## config.mk

```make
export PLATFORM = sky130hd
export DESIGN_NAME = conv_encoder
export DESIGN_NICKNAME = d
export VERILOG_FILES = /design/src/rtl/conv_encoder.sv
export SDC_FILE = /design/constraint.sdc
export NUM_CORES = 1
export LEC_CHECK = 0
export ABC_CLOCK_PERIOD_IN_PS = 2100
export CAP_MARGIN = 20
export CORE_AREA = 8 8 78 80
export DETAILED_ROUTE_END_ITERATION = 6
export DIE_AREA = 0 0 86 88
export PLACE_DENSITY_LB_ADDON = 0.1
export SETUP_SLACK_MARGIN = 0.02
export SYNTH_ARGS = -nofsm -noshare
export SYNTH_HDL_FRONTEND = slang
export SYNTH_SLANG_ARGS = --single-unit
```

## constraint.sdc

```tcl
create_clock -name clk_i -period 2.1 [get_ports clk_i]
set_clock_uncertainty 0.1 [all_clocks]
set_input_delay 0.42 -clock clk_i [delete_from_list [all_inputs] [get_ports clk_i]]
set_output_delay 0.42 -clock clk_i [all_outputs]
set_load 0.05 [all_outputs]
```

## src/rtl/conv_encoder.sv

```systemverilog
// Rate-1/2, K=3 convolutional encoder (generators 7,5 octal) with a valid/ready bit input and symbol output.
// Define CONV_ENC_TAIL_EN for two zero tail symbols per frame; otherwise the last data symbol ends the frame.
module conv_encoder #(
  parameter int unsigned CNT_W = 16
) (
  input  logic             clk_i,
  input  logic             rst_ni,
  input  logic             bit_valid_i,
  input  logic             bit_i,
  input  logic             bit_last_i,
  output logic             bit_ready_o,
  output logic             sym_valid_o,
  output logic [1:0]       sym_o,
  output logic             sym_last_o,
  input  logic             sym_ready_i,
  output logic [CNT_W-1:0] frame_bits_o
);

  localparam int unsigned       ST_W    = 2;
  localparam logic [ST_W-1:0]   DATA    = 2'd0;
`ifdef CONV_ENC_TAIL_EN
  localparam logic [ST_W-1:0]   TAIL0   = 2'd1;
  localparam logic [ST_W-1:0]   TAIL1   = 2'd2;
`endif
  localparam logic [CNT_W-1:0]  CNT_MAX = {CNT_W{1'b1}};

  logic [ST_W-1:0]  state_q, state_d;
  logic [1:0]       sr_q, sr_d;
  logic [CNT_W-1:0] cnt_q, cnt_d, cnt_inc;
  logic [CNT_W-1:0] frame_bits_q, frame_bits_d;
  logic             sym_valid_q, sym_valid_d;
  logic [1:0]       sym_q, sym_d;
  logic             sym_last_q, sym_last_d;
  logic             slot_free;
  logic             bit_ready_c;

  // Trellis label for input u from state {m1,m2}: {u^m1^m2, u^m2}.
  function automatic logic [1:0] encode(input logic u, input logic [1:0] sr);
    return {u ^ sr[1] ^ sr[0], u ^ sr[0]};
  endfunction

  assign slot_free = !sym_valid_q || sym_ready_i;

  // State and datapath registers.
  always_ff @(posedge clk_i or negedge rst_ni) begin
    if (!rst_ni) begin
      state_q      <= DATA;
      sr_q         <= 2'b00;
      cnt_q        <= '0;
      frame_bits_q <= '0;
      sym_valid_q  <= 1'b0;
      sym_q        <= 2'b00;
      sym_last_q   <= 1'b0;
    end else begin
      state_q      <= state_d;
      sr_q         <= sr_d;
      cnt_q        <= cnt_d;
      frame_bits_q <= frame_bits_d;
      sym_valid_q  <= sym_valid_d;
      sym_q        <= sym_d;
      sym_last_q   <= sym_last_d;
    end
  end

  // Next-state, slot and counter logic.
  always_comb begin
    state_d      = state_q;
    sr_d         = sr_q;
    cnt_d        = cnt_q;
    frame_bits_d = frame_bits_q;
    sym_valid_d  = sym_valid_q & ~sym_ready_i;
    sym_d        = sym_q;
    sym_last_d   = sym_last_q & sym_valid_d;
    bit_ready_c  = 1'b0;
    cnt_inc      = (cnt_q == CNT_MAX) ? cnt_q : cnt_q + CNT_W'(1);

    case (state_q)
      DATA: begin
        bit_ready_c = slot_free;
        if (bit_valid_i && slot_free) begin
          sym_valid_d = 1'b1;
          sym_d       = encode(bit_i, sr_q);
          sym_last_d  = 1'b0;
          sr_d        = {bit_i, sr_q[1]};
          cnt_d       = cnt_inc;
          if (bit_last_i) begin
            frame_bits_d = cnt_inc;
`ifdef CONV_ENC_TAIL_EN
            state_d      = TAIL0;
`else
            // Without tails the frame closes here and the next one starts in S0.
            sym_last_d   = 1'b1;
            sr_d         = 2'b00;
            cnt_d        = '0;
`endif
          end
        end
      end
`ifdef CONV_ENC_TAIL_EN
      TAIL0: begin
        if (slot_free) begin
          sym_valid_d = 1'b1;
          sym_d       = encode(1'b0, sr_q);
          sym_last_d  = 1'b0;
          sr_d        = {1'b0, sr_q[1]};
          state_d     = TAIL1;
        end
      end
      TAIL1: begin
        if (slot_free) begin
          sym_valid_d = 1'b1;
          sym_d       = encode(1'b0, sr_q);
          sym_last_d  = 1'b1;
          sr_d        = 2'b00;
          cnt_d       = '0;
          state_d     = DATA;
        end
      end
`endif
      default: state_d = DATA;
    endcase
  end

  assign bit_ready_o  = bit_ready_c;
  assign sym_valid_o  = sym_valid_q;
  assign sym_o        = sym_q;
  assign sym_last_o   = sym_last_q;
  assign frame_bits_o = frame_bits_q;

endmodule

```

==> results.txt, run 1 <==
Most frequent cells in the layout -> 38 x dfrtp_1, 24 x clkdlybuf4s50_1, 23 x nand2_1, 17 x buf_4, 16 x a21oi_1
Outcome -> finished, final reports clean
Num Clock Sinks -> 38
Maximum clock frequency -> 0.503 GHz
Worst Tran Pin Value -> 0.498 ns
Synth Area per Inst -> 9.55 um2
Mux contribution to synthesized area -> 0.952%
Final Hold Vio Count -> 0
Max-slew violation count -> 0
RSZ-0062 raised after global routing -> false
Crit path max-delay cell type -> clkdlybuf4s50_1
Hold Buf Count CTS -> 0
Crit path launch type -> flip-flop
Routed wire length -> 4.96 mm
Post-Synth Adder-Cell Area -> 0.595%
EDFF count, synth -> 0
HPWL Detailed -> 3.50 mm
Fraction of layout cells with a size suffix above 1 -> 16.9%
Total global-route track usage -> 14.0%
Post-DP Area -> 2530 um2
Synth Area in Simple Gates -> 27.7%
Fin Hold WS -> 0.0602 ns
Syn Nets -> 227
DR vias -> 1,728
TritonRoute pass-1 iters -> 6
Num CTS Buffers -> 5
Site Rows -> 26
Yosys Warn Count -> 0
Largest fanout on the critical path -> 2
Register bit total from synthesis -> 38
Critical Path End Type -> output pin
Fin nets -> 262
Crit Path Category -> reg -> out
DR vias/cell -> 5.32
Design Area, Final -> 2650 um2
Largest family of logic cells by synthesized area -> simple AND/OR/NAND/NOR gates
Number of diodes -> 0
Worst-case reg-to-reg path depth -> 6
Die width -> 86 um
Top-Level Pins -> 27
Post-synthesis compound-gate area fraction -> 17.9%
Gate Count Post-Synth -> 220
DR iter-0 viols -> 109
# setup viols final -> 0
Lkg Pwr -> 1.11 nW
Largest net degree at the start of global routing -> 39
Most common cell after layout, fill and taps aside -> dfrtp_1
First-pass GRT wire length -> 8.25 mm
Final period util -> 94.7%
Max-slew headroom -> 66.7%
Effective utilization at floorplan -> 42.8%
Setup tns final -> 0 ns
# placed instances -> 318
Root buffer cell -> clkbuf_8
Period minus WS final -> 1.99 ns
Clk Latency, worst-skew pair -> 0.30 ns
Worst VDD drop -> 0.000449 V
Crit path max-delay family -> buffers and inverters
Area delta synth->final -> 25.8%
Maximum clock path buffer count -> 2
Distinct cells, synth -> 45
Worst path cell trace -> clkdlybuf4s50_1
Vias in the first global route -> 1,660
Critical Path Max Stage Delay -> 0.81 ns
Core Box Area -> 4910 um2
Min-delay worst type -> in -> async
TritonCTS clock tree -> built
Grt ovf -> 0
Crit path required time -> 1.58 ns
Total die area -> 7570 um2
Initial antenna violation count -> 0
Post-Syn Area -> 2100 um2
CTS clk-pin slew, worst paths -> 0.07 ns
Chip height -> 88 um
Worst path arrival time -> 1.47 ns
Final cell count without fillers -> 325
Asr flop ratio synth -> 100%
WP depth -> 1
PortBufs -> 26
Main synth FF type -> dfrtp_1
GPL Wtd Cong -> 0.831
Post-CTS sizing -> 0
H-tree Lvls -> 2
DRC -> 0
Post-CTS Setup Repair Bufs -> 0
Max cap viols -> 0
XOR/XNOR share of the synthesized area -> 2.92%
Post-route ant nets -> 0
Seq/Total Area, Yosys -> 45.2%
Crit path buf inv count -> 1
Drt wl/cell -> 15.2 um
Power Density -> 801 nW/um2
-- cell families after synthesis --
group                      Yosys count
and+or+nand+nor                     91
AOI/OAI and AO/OA                   62
DFF                                 38
buffers and inverters               19
xor gates and xnor gates             7
muxes                                2
adders and majority gates            1
-- power breakdown --
group          switching (W)  total [W]  internal, W
combinational       0.000367   0.000577     0.000210
clock               0.000260   0.000640     0.000380
sequential         0.0000828   0.000903     0.000820
total               0.000710    0.00212      0.00141
-- stage by stage --
stage | setup WS [ns] | utilization, % | power [W]
after floorplan | 0.114 | - | 0.00128
after global placement | 0.155 | 51.6 | 0.00149
after detailed placement | 0.0983 | 51.6 | 0.00150
after CTS | 0.0889 | 53.8 | 0.00215
after global routing | 0.0272 | 53.8 | 0.00222
final | 0.112 | 53.8 | 0.00212
-- area by class of cell --
class | count | area, um2
Clock buffer | 6 | 82.6
Clock inverter | 1 | 30.0
Fill cell | 459 | 2270
Inverter | 2 | 7.51
Multi-Input combinational cell | 163 | 1050
Sequential cell | 38 | 951
Tap cell | 70 | 87.6
Timing Repair Buffer | 45 | 433
-- Yosys cell counts (all sizes together), types with 4 or more instances --
cell	number	share of area, %
a21oi	16	3.8
a31oi	8	2.4
and3	4	1.2
and4	6	2.5
buf	11	3.1
clkbuf	6	1.2
dfrtp	38	45
nand2	23	4.1
nand3	10	2.6
nand4	7	4.1
nor2	14	2.5
nor3	7	2.1
nor4	7	4.5
o21ai	21	5.0
or3	5	1.5
xnor2	6	2.5
-- worst paths after layout --
check                                 from               end  slack [ns]
min reg2reg                frame_bits_o[0]   frame_bits_o[0]        0.38
min                                 rst_ni          sym_o[0]        0.06
max reg2reg                       cnt_q[0]         cnt_q[14]        0.14
max in group asynchronous           rst_ni  frame_bits_o[11]        1.50
max                               sym_o[1]          sym_o[1]        0.11
min in group clk_i         frame_bits_o[0]   frame_bits_o[0]        0.38
-- sequential cells by signal, indices dropped and copies added (netlist names) --
signal / flops
sym_valid_o: 1
frame_bits_o: 16
sym_last_o: 1
cnt_q: 16
sr_q: 2
sym_o: 2
-- routing by layer --
| metal | up-vias | track usage [%] | wire length (um) |
|---|---|---|---|
| met5 | - | 0 | 0 |
| met1 | 808 | 17.5 | 2390 |
| met4 | 0 | 5.89 | 80 |
| met3 | 8 | 3.47 | 180 |
| li1 | 887 | - | - |
| met2 | 25 | 22.5 | 2310 |
No activity file was read; power rests on OpenSTA's default activity.
==> run 2: changes to the inputs <==
Settings changed: SKIP_CTS_REPAIR_TIMING set to 1.
==> results of run 2 <==
No change in the layout: final DEF, timing and power equal those of run 1.
